**config.mk**
```make
export PLATFORM = sky130hd
export DESIGN_NAME = regfile_scoreboard_flat
export DESIGN_NICKNAME = d
export VERILOG_FILES = /design/src/rtl/regfile_scoreboard_if.sv /design/src/rtl/regfile_scoreboard.sv /design/src/flat_wrapper.sv
export SDC_FILE = /design/constraint.sdc
export NUM_CORES = 1
export LEC_CHECK = 0
export CORE_ASPECT_RATIO = 0.75
export CORE_MARGIN = 2
export CORE_UTILIZATION = 66
export CTS_CLUSTER_SIZE = 20
export DETAILED_ROUTE_END_ITERATION = 8
export GPL_TIMING_DRIVEN = 1
export PLACE_DENSITY = 0.87
export SETUP_SLACK_MARGIN = 0.15
export SKIP_CTS_REPAIR_TIMING = 1
export SYNTH_ARGS = -nofsm -noshare
export SYNTH_HDL_FRONTEND = slang
export SYNTH_SLANG_ARGS = --single-unit
```
**constraint.sdc**
```tcl
create_clock -name clk -period 8.4 [get_ports clk]
set_input_delay 0.84 -clock clk [delete_from_list [all_inputs] [get_ports clk]]
set_output_delay 0.84 -clock clk [all_outputs]
set_load 0.01 [all_outputs]
```
**src/rtl/regfile_scoreboard_if.sv**
```systemverilog
// Bus bundle for regfile_scoreboard: read ports, writeback, issue and scoreboard status.
// The slave side is the register file; the master side is the decode/writeback logic.
interface regfile_scoreboard_if #(
    parameter int DATA_W = 16,
    parameter int ADDR_W = 4
);
    logic [ADDR_W-1:0] rs_addr;
    logic [ADDR_W-1:0] rt_addr;
    logic [DATA_W-1:0] rs_data;
    logic [DATA_W-1:0] rt_data;
    logic              wr_en;
    logic [ADDR_W-1:0] wr_addr;
    logic [DATA_W-1:0] wr_data;
    logic              iss_en;
    logic [ADDR_W-1:0] iss_addr;
    logic              flush;
    logic              rs_busy;
    logic              rt_busy;
    logic              stall;
    logic [ADDR_W:0]   pend_cnt;

    modport master (
        output rs_addr, rt_addr, wr_en, wr_addr, wr_data, iss_en, iss_addr, flush,
        input  rs_data, rt_data, rs_busy, rt_busy, stall, pend_cnt
    );

    modport slave (
        input  rs_addr, rt_addr, wr_en, wr_addr, wr_data, iss_en, iss_addr, flush,
        output rs_data, rt_data, rs_busy, rt_busy, stall, pend_cnt
    );
endinterface

```
**src/rtl/regfile_scoreboard.sv**
```systemverilog
// Two-read/one-write register file with write bypass and a per-register pending
// scoreboard that flags RAW/WAW hazards and keeps a running count of pending registers.
module regfile_scoreboard #(
    parameter int DATA_W  = 16,
    parameter int ADDR_W  = 4,
    parameter bit ZERO_R0 = 1'b1,
    parameter bit BYPASS  = 1'b1
) (
    input logic                  clk,
    input logic                  rst,
    regfile_scoreboard_if.slave  bus
);
    localparam int unsigned NREGS = 1 << ADDR_W;

    logic [DATA_W-1:0] mem [NREGS];
    logic [NREGS-1:0]  pending;
    logic [NREGS-1:0]  pend_nxt;
    logic [ADDR_W:0]   cnt;
    logic [ADDR_W:0]   cnt_nxt;

    logic rs_zero, rt_zero, wr_zero, iss_zero;
    logic rs_hit, rt_hit;
    logic rs_busy, rt_busy, waw, stall;
    logic iss_ok, inc, dec;

    assign rs_zero  = ZERO_R0 && (bus.rs_addr == '0);
    assign rt_zero  = ZERO_R0 && (bus.rt_addr == '0);
    assign wr_zero  = ZERO_R0 && (bus.wr_addr == '0);
    assign iss_zero = ZERO_R0 && (bus.iss_addr == '0);
    assign rs_hit   = BYPASS && bus.wr_en && (bus.wr_addr == bus.rs_addr);
    assign rt_hit   = BYPASS && bus.wr_en && (bus.wr_addr == bus.rt_addr);

    always_comb begin
        bus.rs_data = mem[bus.rs_addr];
        if (rs_hit)  bus.rs_data = bus.wr_data;
        if (rs_zero) bus.rs_data = '0;
        bus.rt_data = mem[bus.rt_addr];
        if (rt_hit)  bus.rt_data = bus.wr_data;
        if (rt_zero) bus.rt_data = '0;
    end

    assign rs_busy = pending[bus.rs_addr] && !rs_hit && !rs_zero;
    assign rt_busy = pending[bus.rt_addr] && !rt_hit && !rt_zero;
    // A writeback landing on the issue target retires the old producer, so no WAW stall.
    assign waw     = bus.iss_en && pending[bus.iss_addr]
                     && !(bus.wr_en && (bus.wr_addr == bus.iss_addr));
    assign stall   = rs_busy | rt_busy | waw;
    assign iss_ok  = bus.iss_en && !stall && !iss_zero;

    assign bus.rs_busy  = rs_busy;
    assign bus.rt_busy  = rt_busy;
    assign bus.stall    = stall;
    assign bus.pend_cnt = cnt;

    always_comb begin
        pend_nxt = pending;
        if (bus.flush) begin
            pend_nxt = '0;
        end else begin
            if (bus.wr_en) pend_nxt[bus.wr_addr] = 1'b0;
            if (iss_ok)    pend_nxt[bus.iss_addr] = 1'b1;
        end
    end

    // Count tracks the popcount: an issue re-arming the register being cleared nets zero.
    assign inc = iss_ok && !pending[bus.iss_addr];
    assign dec = bus.wr_en && pending[bus.wr_addr]
                 && !(iss_ok && (bus.iss_addr == bus.wr_addr));

    always_comb begin
        cnt_nxt = cnt;
        if (bus.flush) begin
            cnt_nxt = '0;
        end else begin
            case ({inc, dec})
                2'b10:   cnt_nxt = cnt + (ADDR_W+1)'(1);
                2'b01:   cnt_nxt = cnt - (ADDR_W+1)'(1);
                default: cnt_nxt = cnt;
            endcase
        end
    end

    always_ff @(posedge clk or negedge rst) begin
        if (!rst) begin
            pending <= '0;
            cnt     <= '0;
        end else begin
            pending <= pend_nxt;
            cnt     <= cnt_nxt;
        end
    end

    always_ff @(posedge clk or negedge rst) begin
        if (!rst) begin
            for (int unsigned i = 0; i < NREGS; i++) mem[i] <= '0;
        end else if (bus.wr_en && !wr_zero) begin
            mem[bus.wr_addr] <= bus.wr_data;
        end
    end
endmodule
```
**src/flat_wrapper.sv**
```systemverilog
// flat-port wrapper written by rule: the top's interface ports become plain ports
module regfile_scoreboard_flat 
#(
    parameter int DATA_W  = 16,
    parameter int ADDR_W  = 4,
    parameter bit ZERO_R0 = 1'b1,
    parameter bit BYPASS  = 1'b1
)
  (clk, rst, bus_rs_addr, bus_rt_addr, bus_wr_en, bus_wr_addr, bus_wr_data, bus_iss_en, bus_iss_addr, bus_flush, bus_rs_data, bus_rt_data, bus_rs_busy, bus_rt_busy, bus_stall, bus_pend_cnt);
  regfile_scoreboard_if #(.DATA_W(DATA_W), .ADDR_W(ADDR_W)) bus_i ();
  input logic clk;
  input logic rst;
  input wire logic [$bits(bus_i.rs_addr)-1:0] bus_rs_addr;
  input wire logic [$bits(bus_i.rt_addr)-1:0] bus_rt_addr;
  input wire logic [$bits(bus_i.wr_en)-1:0] bus_wr_en;
  input wire logic [$bits(bus_i.wr_addr)-1:0] bus_wr_addr;
  input wire logic [$bits(bus_i.wr_data)-1:0] bus_wr_data;
  input wire logic [$bits(bus_i.iss_en)-1:0] bus_iss_en;
  input wire logic [$bits(bus_i.iss_addr)-1:0] bus_iss_addr;
  input wire logic [$bits(bus_i.flush)-1:0] bus_flush;
  output wire logic [$bits(bus_i.rs_data)-1:0] bus_rs_data;
  output wire logic [$bits(bus_i.rt_data)-1:0] bus_rt_data;
  output wire logic [$bits(bus_i.rs_busy)-1:0] bus_rs_busy;
  output wire logic [$bits(bus_i.rt_busy)-1:0] bus_rt_busy;
  output wire logic [$bits(bus_i.stall)-1:0] bus_stall;
  output wire logic [$bits(bus_i.pend_cnt)-1:0] bus_pend_cnt;
  assign bus_i.rs_addr = bus_rs_addr;
  assign bus_i.rt_addr = bus_rt_addr;
  assign bus_i.wr_en = bus_wr_en;
  assign bus_i.wr_addr = bus_wr_addr;
  assign bus_i.wr_data = bus_wr_data;
  assign bus_i.iss_en = bus_iss_en;
  assign bus_i.iss_addr = bus_iss_addr;
  assign bus_i.flush = bus_flush;
  assign bus_rs_data = bus_i.rs_data;
  assign bus_rt_data = bus_i.rt_data;
  assign bus_rs_busy = bus_i.rs_busy;
  assign bus_rt_busy = bus_i.rt_busy;
  assign bus_stall = bus_i.stall;
  assign bus_pend_cnt = bus_i.pend_cnt;
  regfile_scoreboard #(.DATA_W(DATA_W), .ADDR_W(ADDR_W), .ZERO_R0(ZERO_R0), .BYPASS(BYPASS)) u_core (.clk(clk), .rst(rst), .bus(bus_i));
endmodule
```
# ---- Word level (Yosys, flattened, before mapping)
# Index checks and enable logic that the tools add are counted.
dict set report totals {
  regBits 277
  output_inout_bits 40
  elab_cells 109
  in_bits 37
}
dict set report op_classes {
  n_mux 31
  addsub 2
  n_eq_ne 6
  order_cmp 10
  bitwise_logic 8
  reduce_logical 34
}
# op n
set ops {}
lappend ops {{$bwmux W256} 1}
lappend ops {{$mux W16} 13}
lappend ops {{$bmux W16 S4} 2}
lappend ops {{$demux W16 S4} 1}
lappend ops {{$lt A4 B5 Y1 const B} 4}
lappend ops {{$logic_and A1 B1 Y1} 19}
lappend ops {{$and A16 B16 Y16} 1}
lappend ops {{$bmux W1 S4} 4}
lappend ops {{$eq A4 B4 Y1} 4}
lappend ops {{$logic_not A4 Y1} 4}
lappend ops {{$not A16 Y16} 1}
lappend ops {{$or A16 B16 Y16} 1}
lappend ops {{$ge A5 B5 Y1 const B} 3}
lappend ops {{$not A4 Y5} 3}
lappend ops {{$logic_not A1 Y1} 10}
lappend ops {{$pmux W5 S2} 1}
lappend ops {{$demux W1 S4} 2}
lappend ops {{$ge A4 B1 Y1 const B} 2}
lappend ops {{$mux W1} 6}
lappend ops {{$add A5 B1 Y5 const B} 1}
lappend ops {{$lt A5 B1 Y1 const B} 1}
lappend ops {{$mux W5} 1}
lappend ops {{$sub A5 B1 Y5 const B} 1}
lappend ops {{$reduce_bool A3 Y1} 1}
lappend ops {{other kinds (3)} 4}

# ---- Logic depth before layout (Yosys ltp)
dict set report depth {
  word_depth 16
  ltp_mapped 18
  mapped_depth_nobuf 15
}

# ---- Worst setup path after synthesis
# OpenSTA, ideal clock, no wires.
dict set report synth_path {
  path_kind {in2reg}
  from {input bus_rt_addr[2]}
  to {register u_core.cnt[3] (netlist: u_core.bus.pend_cnt[3])}
  setup_time_ns 0.065
  slack_ns 3.981
  path_stages 18
  t_arrival_ns 4.353
  path_buffers 3
  cell_sequence {clkbuf_1 -> buf_1 -> mux2i_1 -> a32oi_1 -> nand4_1 -> o21ai_0 -> or2_2 -> clkbuf_1 -> o21ai_0 -> inv_1 -> ha_1 -> a21o_1 -> a21oi_1 -> xnor2_1 -> nand2b_1 -> mux2_2 -> a22oi_1 -> o211a_1}
}
dict set report synth_between {
  elab_chain_cells 16
}
# item line_no
set synth_lines {}
lappend synth_lines {{start, declared} flat_wrapper.sv:14} ;# input wire logic [$bits(bus_i.rt_addr)-1:0] bus_rt_addr;
lappend synth_lines {{branches (longest 4 deep; another with $bmux W1 S4)} -}
lappend synth_lines {{$logic_and A1 B1 Y1 (*)} regfile_scoreboard.sv:43} ;# assign rt_busy = pending[bus.rt_addr] && !rt_hit && !rt_zero;
lappend synth_lines {{$or A1 B1 Y1 (*) (2 in series)} regfile_scoreboard.sv:47} ;# assign stall = rs_busy | rt_busy | waw;
lappend synth_lines {{$logic_not A1 Y1 (*)} regfile_scoreboard.sv:48} ;# assign iss_ok = bus.iss_en && !stall && !iss_zero;
lappend synth_lines {{$logic_and A1 B1 Y1 (*) (2 in series)} regfile_scoreboard.sv:48}
lappend synth_lines {{$logic_and A1 B1 Y1} regfile_scoreboard.sv:68} ;# && !(iss_ok && (bus.iss_addr == bus.wr_addr));
lappend synth_lines {{$logic_not A1 Y1} regfile_scoreboard.sv:68}
lappend synth_lines {{$logic_and A1 B1 Y1} regfile_scoreboard.sv:68}
lappend synth_lines {{$eq A2 B1 Y1 / $eq A2 B2 Y1 (equally long branches)} regfile_scoreboard.sv:75} ;# case ({inc, dec})
lappend synth_lines {{$pmux W5 S2} regfile_scoreboard.sv:75}
lappend synth_lines {{$mux W5} regfile_scoreboard.sv:72} ;# if (bus.flush) begin
lappend synth_lines {{end signal, assigned} regfile_scoreboard.sv:89} ;# cnt <= cnt_nxt;
lappend synth_lines {{end, declared} regfile_scoreboard.sv:18} ;# logic [ADDR_W:0] cnt;
# Mark *: on every way between the ends. The select of a mux whose other input is x is not followed.
# A chain may end at the register's enable or synchronous reset.

# ---- Worst setup path after layout
dict set report layout_path {
  from {input bus_rs_addr[0]}
  to {register u_core.cnt[3] (netlist: u_core.bus.pend_cnt[3])}
}
dict set report layout_between {
  elab_chain_cells 16
}
# item line_no
set layout_lines {}
lappend layout_lines {{start, declared} flat_wrapper.sv:13} ;# input wire logic [$bits(bus_i.rs_addr)-1:0] bus_rs_addr;
lappend layout_lines {{branches (longest 4 deep; another with $bmux W1 S4)} -}
lappend layout_lines {{$logic_and A1 B1 Y1 (*)} regfile_scoreboard.sv:42} ;# assign rs_busy = pending[bus.rs_addr] && !rs_hit && !rs_zero;
lappend layout_lines {{$or A1 B1 Y1 (*) (2 in series)} regfile_scoreboard.sv:47}
lappend layout_lines {{$logic_not A1 Y1 (*)} regfile_scoreboard.sv:48}
lappend layout_lines {{$logic_and A1 B1 Y1 (*) (2 in series)} regfile_scoreboard.sv:48}
lappend layout_lines {{$logic_and A1 B1 Y1} regfile_scoreboard.sv:68}
lappend layout_lines {{$logic_not A1 Y1} regfile_scoreboard.sv:68}
lappend layout_lines {{$logic_and A1 B1 Y1} regfile_scoreboard.sv:68}
lappend layout_lines {{$eq A2 B1 Y1 / $eq A2 B2 Y1 (equally long branches)} regfile_scoreboard.sv:75}
lappend layout_lines {{$pmux W5 S2} regfile_scoreboard.sv:75}
lappend layout_lines {{$mux W5} regfile_scoreboard.sv:72}
# Marked as above.

==> reports/qor.yml <==
rsz0062_at_grt: "false"
fin_util_pct: 75.3
die_width_um: 181
grt_util_all_layers_pct: 33.5
hpwl_um: 22800
critPathLaunchType: "input pin"
vias: 10060
clk_latency_ns: 0.54
fin_skew_ns: 0.00584
async_flop_share_pct: 100
synthesis.area_sq_mm: 0.0156
tightestPinTransition_ns: 1.29
hold_viol: 0
antenna_found_initial: 0
cts_buffer_depth: 3
globalplace.congestion: 0.893
syn_nets: 1076
cp.required_ns: 8.88
hp-class: "input pin to asynchronous set/reset pin"
ys_seq_area_share_pct: 44.4
status: "completed"
synthDominantCellAreaShare_pct: 44.4
drv_slew: 0
finalSetupTns_ns: 0
slew_headroom_pct: 13.8
setup_viol: 0
drt_first_pass_iters: 6
routedWlPerCell_um: 28.5
drt_iter0_markers: 802
cp_slowest_cell: "buf_4"
path_max_fanout: 47
grt_pass1_wl_um: 62300
netlist_instances: 1035
drive_gt1_share_pct: 47.8
power_mw: 4.04
leakagePower_nw: 7.32
cts.sinks: 277
cpPeakStageDelay_ns: 0.86
power_density_mw_per_mm2: 232
first_global_vias: 10423
worst-setup-path-type: "input pin to register"
crit_chain: "buf_4 -> buf_4 -> mux4_2 -> mux2i_1 -> mux2i_1 -> and3b_1 -> or2_2 -> o21ai_0 -> inv_1 -> ha_1 -> a21o_1 -> a21oi_1 -> xnor2_1 -> nand2b_1 -> mux2_2 -> a22oi_1 -> o211a_1"
overflow: 0
vias_per_cell: 7.31
final_cell_mix: "dfrtp_1, mux2_2, mux4_2"
cts_tree: "yes"
synth_cell_types: 53
cts.clk_slew.worst_paths_ns: 0.07
n_antenna_cell: 0
crit_arrival_ns: 5.64
core-area_sq_mm: 0.0231
routed_wl_um: 39200
drtAntennaViolNets: 0
nets: 1097
synth_edf_count: 0
synthTopCellsByArea: "dfrtp_1, mux4_2, mux2_2, mux2i_1, clkbuf_1"
cts_buffers: 27
htree_levels: 1
synth_top_area_cell: "dfrtp_1"
ys_seq_elements: 277
die_y_um: 137
syn_avg_cell_area_sq_um: 15.1
period_minus_slack_ns: 5.15
min_period_over_period_pct: 61.4
final_common_cell: "dfrtp_1"
start_util_pct: 67.4
drcViolationCount: 0
top_level_ports: 77
yosys_warnings: 0
fin_area_sq_mm: 0.0174
synth_flop_cell: "dfrtp_1"
area_delta_synth_final_pct: 11.6
peakVddDrop_uv: 190
placed_area_sq_mm: 0.0165
drv_cap: 0
hold_slack_ns: 0.293
io_buffers: 76
grt_max_degree: 98
die_area_sq_mm: 0.0249
clockRootBuffer: "clkbuf_16"
rows: 48
fmax_mhz: 194
crit_path_end_kind: "register"
[synthesized netlist by cell type, types with 2 or more instances]
| cell type | number |
|---|---|
| xor2_1 | 9 |
| buf_1 | 23 |
| clkbuf_1 | 83 |
| and3b_1 | 2 |
| a21oi_1 | 6 |
| o21ai_1 | 3 |
| o31ai_1 | 3 |
| ha_1 | 3 |
| nor2b_1 | 7 |
| nand4_1 | 2 |
| nand3b_1 | 5 |
| nor3_1 | 4 |
| o22ai_1 | 3 |
| a222oi_1 | 2 |
| mux2i_1 | 41 |
| nand2_1 | 8 |
| or3b_2 | 2 |
| a22oi_1 | 4 |
| xnor2_1 | 4 |
| mux4_2 | 174 |
| nor2_1 | 54 |
| nand2b_1 | 13 |
| a32oi_1 | 2 |
| mux2_2 | 245 |
| or2_2 | 3 |
| or4_1 | 4 |
| o32ai_1 | 4 |
| o21a_1 | 2 |
| inv_1 | 8 |
| dfrtp_1 | 277 |
| a22o_1 | 2 |
| nor4_2 | 2 |
| or3_1 | 3 |
| and2_1 | 3 |
| o21ai_0 | 5 |
| nand3_1 | 3 |
[sequential cells by signal (all words and copies together), names as in the netlist]
name,flops
u_core.pending,16
u_core.bus.pend_cnt,5
u_core.mem,256
[where the power goes]
part           internal (mW)  switching (mW)  total, mW
Combinational          0.647           0.368       1.02
Sequential              1.61           0.208       1.82
Clock                  0.684           0.528       1.21
[stage by stage]
stage	std cells	worst slack (ns)
CTS	1377	3.24
floorplan	1035	3.98
global placement	1327	2.82
detailed placement	1327	2.69
finish	1377	3.25
global route	1377	2.84
[metal layers]
metal  share of wire (%)  up-vias  global-route usage (%)
li1                    -     4036                       -
met4                 3.1        0                    10.7
met2                  46      541                    51.3
met5                   0        -                       0
met3                 9.8      101                    8.94
met1                  41     5382                    47.9
[cell type report]
class	count	area (sq um)
Timing Repair Buffer	100	926
Tap cell	300	375
Multi-Input combinational cell	642	8260
Sequential cell	277	6930
Fill cell	1381	5710
Inverter	8	30.0
Clock inverter	13	100
Clock buffer	37	783
[critical path, delay by kind of cell]
kind	cells	cell delay (ns)
fa+ha+maj	1	0.29
buf+inv	3	1.41
simple gates	3	0.82
xor+xnor	1	0.15
compound gates	5	0.95
mux	4	1.13
[final timing paths]
check                      cells past startpoint                     end               from  slack (ns)
setup / recovery                              17  u_core.bus.pend_cnt[3]     bus_rs_addr[0]        3.25
hold / removal                                 1         u_core.mem[228]                rst        0.29
setup reg to reg                              15  u_core.bus.pend_cnt[3]  u_core.pending[8]        4.54
hold reg to reg                                0         u_core.mem[242]    u_core.mem[242]        0.40
max in group asynchronous                      2         u_core.mem[179]                rst        6.62
min in group clk                               0         u_core.mem[242]    u_core.mem[242]        0.40
[kinds of logic (layout without fill, tap and decap cells)]
group,count (synthesis),count (layout),share of synthesized area (%)
XOR/XNOR,13,13,0.730
flip-flops,277,277,44.4
multiplexers,460,460,45.5
AO/OA/AOI/OAI,45,45,2.14
adder cells (fa/ha/maj),4,4,0.369
AND/OR/NAND/NOR,120,120,4.04
buffers and inverters,116,158,2.82
Power figures use the tool's default switching activity.
